**src/rtl/median_window_gen.sv**
```systemverilog
// Builds 3x4 pixel windows for a median filter from a stream of two-column beats.
// Each window joins the held column pair with the newly accepted pair.
module median_window_gen #(
    parameter int DATA_WIDTH = 8,
    parameter int COL_WIDTH  = 10
) (
    input  logic                  clk,
    input  logic                  rst_n,
    input  logic                  in_valid,
    output logic                  in_ready,
    input  logic                  in_sol,
    input  logic                  in_eol,
    input  logic [DATA_WIDTH-1:0] in_a_ym1,
    input  logic [DATA_WIDTH-1:0] in_a_y0,
    input  logic [DATA_WIDTH-1:0] in_a_y1,
    input  logic [DATA_WIDTH-1:0] in_b_ym1,
    input  logic [DATA_WIDTH-1:0] in_b_y0,
    input  logic [DATA_WIDTH-1:0] in_b_y1,
    output logic                  out_valid,
    input  logic                  out_ready,
    output logic [DATA_WIDTH-1:0] xm1_y1,
    output logic [DATA_WIDTH-1:0] xm1_y0,
    output logic [DATA_WIDTH-1:0] xm1_ym1,
    output logic [DATA_WIDTH-1:0] x0_y1,
    output logic [DATA_WIDTH-1:0] x0_y0,
    output logic [DATA_WIDTH-1:0] x0_ym1,
    output logic [DATA_WIDTH-1:0] x1_y1,
    output logic [DATA_WIDTH-1:0] x1_y0,
    output logic [DATA_WIDTH-1:0] x1_ym1,
    output logic [DATA_WIDTH-1:0] x2_y1,
    output logic [DATA_WIDTH-1:0] x2_y0,
    output logic [DATA_WIDTH-1:0] x2_ym1,
    output logic                  out_eol,
    output logic [COL_WIDTH-1:0]  out_col,
    output logic                  err
);

    localparam logic [1:0] EMPTY  = 2'd0;
    localparam logic [1:0] PRIMED = 2'd1;
    localparam logic [1:0] STREAM = 2'd2;

    logic [1:0]            state;
    logic [COL_WIDTH-1:0]  col_cnt;
    logic [DATA_WIDTH-1:0] held_a_ym1_p0, held_a_y0_p0, held_a_y1_p0;
    logic [DATA_WIDTH-1:0] held_b_ym1_p0, held_b_y0_p0, held_b_y1_p0;
    logic                  accept;
    logic                  emit;

    assign in_ready = !out_valid || out_ready;
    assign accept   = in_valid && in_ready;
    // A window is produced only by a continuation beat of an open line.
    assign emit     = accept && !in_sol && (state != EMPTY);

    always_ff @(posedge clk or negedge rst_n) begin
        if (!rst_n) begin
            state     <= EMPTY;
            col_cnt   <= '0;
            out_valid <= 1'b0;
            out_eol   <= 1'b0;
            out_col   <= '0;
            err       <= 1'b0;
        end else begin
            if (out_valid && out_ready) begin
                out_valid <= 1'b0;
            end
            if (accept) begin
                if (in_sol) begin
                    // A restart while a line is open abandons that line.
                    if (state != EMPTY) begin
                        err <= 1'b1;
                    end
                    col_cnt <= '0;
                    state   <= in_eol ? EMPTY : PRIMED;
                end else if (state == EMPTY) begin
                    err <= 1'b1;
                end else begin
                    out_valid <= 1'b1;
                    out_eol   <= in_eol;
                    out_col   <= col_cnt;
                    col_cnt   <= col_cnt + COL_WIDTH'(1);
                    state     <= in_eol ? EMPTY : STREAM;
                end
            end
        end
    end

    // Held pair: the most recent accepted beat of the open line.
    always_ff @(posedge clk or negedge rst_n) begin
        if (!rst_n) begin
            held_a_ym1_p0 <= '0;
            held_a_y0_p0  <= '0;
            held_a_y1_p0  <= '0;
            held_b_ym1_p0 <= '0;
            held_b_y0_p0  <= '0;
            held_b_y1_p0  <= '0;
        end else if (accept && (in_sol || state != EMPTY)) begin
            held_a_ym1_p0 <= in_a_ym1;
            held_a_y0_p0  <= in_a_y0;
            held_a_y1_p0  <= in_a_y1;
            held_b_ym1_p0 <= in_b_ym1;
            held_b_y0_p0  <= in_b_y0;
            held_b_y1_p0  <= in_b_y1;
        end
    end

    // Window register: loaded only on emit, so it holds under backpressure.
    always_ff @(posedge clk or negedge rst_n) begin
        if (!rst_n) begin
            xm1_y1  <= '0;
            xm1_y0  <= '0;
            xm1_ym1 <= '0;
            x0_y1   <= '0;
            x0_y0   <= '0;
            x0_ym1  <= '0;
            x1_y1   <= '0;
            x1_y0   <= '0;
            x1_ym1  <= '0;
            x2_y1   <= '0;
            x2_y0   <= '0;
            x2_ym1  <= '0;
        end else if (emit) begin
            xm1_y1  <= held_a_y1_p0;
            xm1_y0  <= held_a_y0_p0;
            xm1_ym1 <= held_a_ym1_p0;
            x0_y1   <= held_b_y1_p0;
            x0_y0   <= held_b_y0_p0;
            x0_ym1  <= held_b_ym1_p0;
            x1_y1   <= in_a_y1;
            x1_y0   <= in_a_y0;
            x1_ym1  <= in_a_ym1;
            x2_y1   <= in_b_y1;
            x2_y0   <= in_b_y0;
            x2_ym1  <= in_b_ym1;
        end
    end

endmodule

```
**config.mk**
```make
export PLATFORM = sky130hd
export DESIGN_NAME = median_window_gen
export DESIGN_NICKNAME = d
export VERILOG_FILES = /design/src/rtl/median_window_gen.sv
export SDC_FILE = /design/constraint.sdc
export NUM_CORES = 1
export LEC_CHECK = 0
export CAP_MARGIN = 20
export CORE_MARGIN = 4
export CORE_UTILIZATION = 25
export CTS_CLUSTER_DIAMETER = 80
export DETAILED_ROUTE_END_ITERATION = 7
export SLEW_MARGIN = 10
export SYNTH_ARGS = -nofsm -noshare
export SYNTH_HDL_FRONTEND = slang
export SYNTH_SLANG_ARGS = --single-unit
export TNS_END_PERCENT = 5
```
**constraint.sdc**
```tcl
create_clock -name clk -period 2 [get_ports clk]
set_clock_uncertainty 0.15 [all_clocks]
set_input_delay 0.4 -clock clk [delete_from_list [all_inputs] [get_ports clk]]
set_output_delay 0.4 -clock clk [all_outputs]
set_load 0.01 [all_outputs]
```
== Word-level counts from Yosys, hierarchy flattened ==
Index checks and enable logic that the tools add are counted.
W data, S select, Z words.

* Bits of input ports: 54
* Word-level logic and storage cells: 57
* Register bits: 169
* Output and inout port bits: 110

* Multiplexer cells: 13
* Add/sub/neg operators: 1
* Bitwise logic cells: 2
* Reductions and logical operators: 15
* Equal/unequal tests: 2

{| class="wikitable"
|+ Operators by type and width
! operator !! number
|-
| $mux W10 || 2
|-
| $add A10 B1 Y10 const B || 1
|-
| $mux W1 || 8
|-
| $mux W2 || 3
|-
| $reduce_and A3 Y1 || 2
|-
| $logic_and A1 B1 Y1 || 5
|-
| $reduce_bool A2 Y1 || 2
|-
| $logic_not A1 Y1 || 2
|-
| $logic_not A2 Y1 || 1
|-
| $logic_or A1 B1 Y1 || 2
|-
| $ne A2 B1 Y1 const B || 1
|-
| $ne A2 B2 Y1 const B || 1
|-
| $not A1 Y1 || 2
|-
| $reduce_and A2 Y1 || 1
|}

== Logic depth before layout (Yosys ltp) ==
* Depth after elaboration: 5
* Gate-level depth with buffers: 9
* Mapped depth without buffers: 6

== Least setup slack after synthesis ==
Ideal clock, no wire load.

* Kind: input port to flip-flop
* Start: input in_sol
* End: register col_cnt[9]
* Data required time: 1,781 ps
* Arrival: 2,076 ps
* Stages: 7
* Path slack: -295 ps
* Library setup time: 69 ps
* Cells stage by stage: clkbuf_1 -> inv_1 -> ha_1 -> nand3b_1 -> clkbuf_1 -> or4b_2 -> nand3_1

* Longest elaborated chain between the ends: 2
* Elaborated cells between the ends (all ways): 3

{| class="wikitable"
|+ RTL lines
! element !! line !! source
|-
| from (decl) || 11 || <nowiki>input logic in_sol,</nowiki>
|-
| $ne A2 B2 Y1 (no line) || -- ||
|-
| $reduce_and A2 Y1 (no line) || -- ||
|-
| to (signal assigned) || 80 || <nowiki>col_cnt <= col_cnt + COL_WIDTH'(1);</nowiki>
|-
| to (decl) || 43 || <nowiki>logic [COL_WIDTH-1:0] col_cnt;</nowiki>
|}

Several ways; a longest one is shown, not always the timed one.
A chain may end at the register's enable or synchronous reset.

== Final worst setup path ==
* Start: input in_sol
* End: register x0_y1[6]

* Longest elaborated chain between the ends: 3

{| class="wikitable"
|+ RTL lines
! element !! line !! source
|-
| $logic_not A1 Y1 || 52 || <nowiki>assign emit = accept && !in_sol && (state != EMPTY);</nowiki>
|-
| $logic_and A1 B1 Y1 (2 in series) || 52 ||
|-
| to (signal assigned) || 125 || <nowiki>x0_y1 <= held_b_y1_p0;</nowiki>
|-
| to (decl) || 24 || <nowiki>output logic [DATA_WIDTH-1:0] x0_y1,</nowiki>
|}

Every way passes these cells.

==> run_summary.xml <==
<?xml version="1.0" encoding="UTF-8"?>
<metrics>
  <group name="synth">
    <metric name="postSynthAreaPerCell" unit="um2">12.80</metric>
    <metric name="synth.yosys.seq_area_share" unit="%">64.91</metric>
    <metric name="synth_nets" unit="">566</metric>
    <metric name="ys.warnings.count" unit="">0</metric>
    <metric name="yosys.cell_types.count" unit="">31</metric>
    <metric name="synth_area" unit="um2">6515</metric>
    <metric name="netlist_instances" unit="">509</metric>
    <metric name="synth_seq_cells" unit="">169</metric>
  </group>
  <group name="clock_network">
    <metric name="postCtsSetupBuffers" unit="">0</metric>
    <metric name="tritoncts_num_sinks" unit="">169</metric>
    <metric name="clockRootBuffer" unit="">sky130_fd_sc_hd__clkbuf_16</metric>
    <metric name="clk-insertion-delay-late" unit="ns">0.42</metric>
    <metric name="cts_tree" unit="">done</metric>
    <metric name="clk_pin_slew_worst_paths" unit="ns">0.07</metric>
    <metric name="htreeDepth" unit="">4</metric>
    <metric name="clockBufferDepth" unit="">2</metric>
    <metric name="number_of_buffers_created_by_cts" unit="">17</metric>
  </group>
  <group name="placement">
    <metric name="port_buffers" unit="">163</metric>
    <metric name="placed_cells_incl_taps" unit="">1004</metric>
    <metric name="gp_routability_congestion" unit="">0.7118</metric>
    <metric name="post_dp_cell_area" unit="um2">8750</metric>
    <metric name="place.detailed.hpwl" unit="um">10910</metric>
  </group>
  <group name="worst_setup_path">
    <metric name="worst-setup-path-type" unit="">in -&gt; reg</metric>
    <metric name="critical_path_arrival" unit="ns">2.13</metric>
    <metric name="regToRegSetupSlack" unit="ns">0.18</metric>
    <metric name="critical_path_required" unit="ns">2.15</metric>
    <metric name="crit_path_end_kind" unit="">register</metric>
    <metric name="ff2ff_path_depth" unit="">5</metric>
    <metric name="critical_path.max_fanout" unit="">37</metric>
    <metric name="critPathLaunchType" unit="">input port</metric>
  </group>
  <group name="sta">
    <metric name="finalWorstPathRequiredPeriod" unit="ns">1.976</metric>
    <metric name="timing.slew.headroom" unit="%">69.68</metric>
    <metric name="tightestPinTransition" unit="ns">0.4548</metric>
    <metric name="finalSetupTns" unit="ns">0</metric>
    <metric name="grt_setup_unrepaired" unit="">false</metric>
    <metric name="timing_limited_maximum_frequency" unit="MHz">506.1</metric>
    <metric name="final.period_utilization" unit="%">98.80</metric>
    <metric name="number_of_setup_violations_in_the_final_report" unit="">0</metric>
    <metric name="final_slew_violations" unit="">0</metric>
    <metric name="hold_viol_final" unit="">0</metric>
  </group>
  <group name="die">
    <metric name="rows" unit="">58</metric>
    <metric name="dieHeight" unit="um">169.4</metric>
    <metric name="floorplan.initialDensity" unit="%">25.65</metric>
    <metric name="die_width" unit="um">169.4</metric>
    <metric name="design.die.area" unit="um2">28710</metric>
    <metric name="io_pins" unit="">164</metric>
    <metric name="core" unit="um2">25400</metric>
  </group>
  <group name="layout">
    <metric name="mostFrequentLayoutCell" unit="">sky130_fd_sc_hd__dfrtp_1</metric>
    <metric name="diode_count" unit="">0</metric>
    <metric name="share_of_cells_above_drive_strength_1" unit="%">24.61</metric>
    <metric name="design.final.nets" unit="">751</metric>
    <metric name="synthToLayoutAreaGrowth" unit="%">43.23</metric>
    <metric name="finish.instance_area" unit="um2">9331</metric>
    <metric name="most-common-layout-cells" unit="">169 x sky130_fd_sc_hd__dfrtp_1, 161 x sky130_fd_sc_hd__clkdlybuf4s50_1, 155 x sky130_fd_sc_hd__nand2_1</metric>
    <metric name="reg.largest.list" unit="">col_cnt x10, out_col x10</metric>
    <metric name="finish.cell_count_without_fillers" unit="">1037</metric>
    <metric name="final_core_utilization" unit="%">36.74</metric>
  </group>
  <group name="pwr">
    <metric name="switch_share" unit="%">29.35</metric>
    <metric name="peak_ir_drop_on_the_vdd_network" unit="mV">0.4728</metric>
    <metric name="lkg_pwr" unit="nW">4.250</metric>
    <metric name="net-switching-power" unit="mW">3.940</metric>
    <metric name="pwr_density_cell" unit="nW/um2">1438</metric>
    <metric name="clock_power_share" unit="%">24.0</metric>
    <metric name="comb_power_share" unit="%">35.3</metric>
    <metric name="internal-power" unit="mW">9.483</metric>
    <metric name="p_seq_share" unit="%">40.6</metric>
  </group>
  <group name="route">
    <metric name="dr_total_vias" unit="">4317</metric>
    <metric name="postRouteWirelength" unit="um">15620</metric>
    <metric name="via_per_inst" unit="">4.163</metric>
    <metric name="drt_pass1_iterations" unit="">4</metric>
    <metric name="drt_iter0_markers" unit="">149</metric>
    <metric name="antenna_left" unit="">0</metric>
    <metric name="drc" unit="">0</metric>
    <metric name="wl_per_cell" unit="um">15.06</metric>
  </group>
  <group name="grt">
    <metric name="grt_pass1_vias" unit="">4548</metric>
    <metric name="number_of_antenna_violations_at_the_first_check_in_global_routing" unit="">0</metric>
    <metric name="overflow" unit="">0</metric>
    <metric name="grt.total_usage" unit="%">11.33</metric>
    <metric name="grt_max_degree" unit="">44</metric>
    <metric name="wire_length_of_the_first_global_routing_pass" unit="um">25950</metric>
  </group>
  <group name="run_status">
    <metric name="status" unit="">completed</metric>
  </group>
  <group name="flow_run">
    <metric name="max_cap_viol_count" unit="">0</metric>
  </group>
  <group name="hold_path">
    <metric name="classification_of_the_worst_slack_hold_path" unit="">in -&gt; async</metric>
  </group>
</metrics>
synthesized netlist by cell type, drive strengths merged:
| master | count | area [um2] |
|---|---|---|
| dfrtp | 169 | 4229 |
| mux2 | 106 | 1227 |
| or4 | 1 | 7.510 |
| inv | 3 | 11.26 |
| or3 | 1 | 6.260 |
| a31o | 1 | 8.760 |
| nor3 | 1 | 10.01 |
| clkbuf | 11 | 41.29 |
| o21ai | 10 | 50.05 |
| o41ai | 1 | 8.760 |
| nor2 | 4 | 15.01 |
| and4 | 1 | 8.760 |
| and3b | 1 | 8.760 |
| a21oi | 3 | 15.01 |
| nand3b | 1 | 7.510 |
| o31ai | 6 | 45.04 |
| and3 | 3 | 18.77 |
| a31oi | 2 | 12.51 |
| buf | 15 | 95.08 |
| nand2b | 2 | 12.51 |
| ha | 3 | 37.54 |
| a21o | 1 | 7.510 |
| nand3 | 5 | 25.02 |
| or4b | 1 | 10.01 |
| o211ai | 1 | 7.510 |
| nand2 | 156 | 588.1 |
through the flow:
step	hold WS, ns	power, mW	setup WS [ns]
after CTS	0.3253	13.67	0.02938
after global placement	0.2156	10.28	-0.3937
after global routing	0.3461	14.30	0.005161
after detailed placement	0.2193	10.37	-0.4081
after floorplan	-0.04559	7.422	0.004296
final	0.3152	13.42	0.02400
power groups by stage:
stage | combinational [mW] | sequential (mW) | clock [mW]
final | 4.74 | 5.45 | 3.23
after global placement | 4.80 | 5.48 | 0
after CTS | 4.86 | 5.48 | 3.33
after floorplan | 1.51 | 5.92 | 0
after global routing | 5.13 | 5.67 | 3.50
after detailed placement | 4.84 | 5.53 | 0
worst max-delay path: stages:
cell	delay (ns)
sky130_fd_sc_hd__clkdlybuf4s50_1	0.51
sky130_fd_sc_hd__buf_4	0.24
sky130_fd_sc_hd__or3_4	0.43
sky130_fd_sc_hd__buf_12	0.19
sky130_fd_sc_hd__mux2_4	0.32
final cells by class:
class                   instances  area (um2)
multi-input cells             311        2153
repair buffers                192        1952
well taps                     330       412.9
clock inverters                12       113.9
inverters                       3       13.76
fillers                      2501       16070
flip-flops and latches        169        4229
clock buffers                  20       456.7
cell families after synthesis:
family	after synthesis	synth area share [%]
AND/OR/NAND/NOR	177	11.02
flip-flops	169	64.91
multiplexers	106	18.84
buffers and inverters	29	2.266
AO/OA/AOI/OAI	25	2.381
adder cells (fa/ha/maj)	3	0.5762
routing by layer:
layer  vias to the layer above  wire length (um)  GRT usage (%)
li1                       2075                 -              -
met1                      2139              7166          15.39
met2                        97              7284          17.30
met3                         6              1020          4.007
met4                         0               148          3.045
met5                         -                 0              0
repair_timing:
action	CTS	global route
endpoints found under the hold margin	35	0
gates cloned	0	0
hold buffers	1	0
pin swaps	0	0
gates resized for setup	1	2
endpoints found under the setup margin	1	1
worst paths after layout:
kind,start,to
setup / recovery,in_sol,x0_y1[6]
setup reg to reg,out_valid,x0_y1[6]
hold reg to reg,held_b_ym1_p0[1],held_b_ym1_p0[1]
max in group asynchronous,rst_n,x0_y1[0]
min in group clk,held_b_ym1_p0[1],held_b_ym1_p0[1]
hold / removal,rst_n,xm1_y1[1]
No activity file was read; power rests on OpenSTA's default activity.
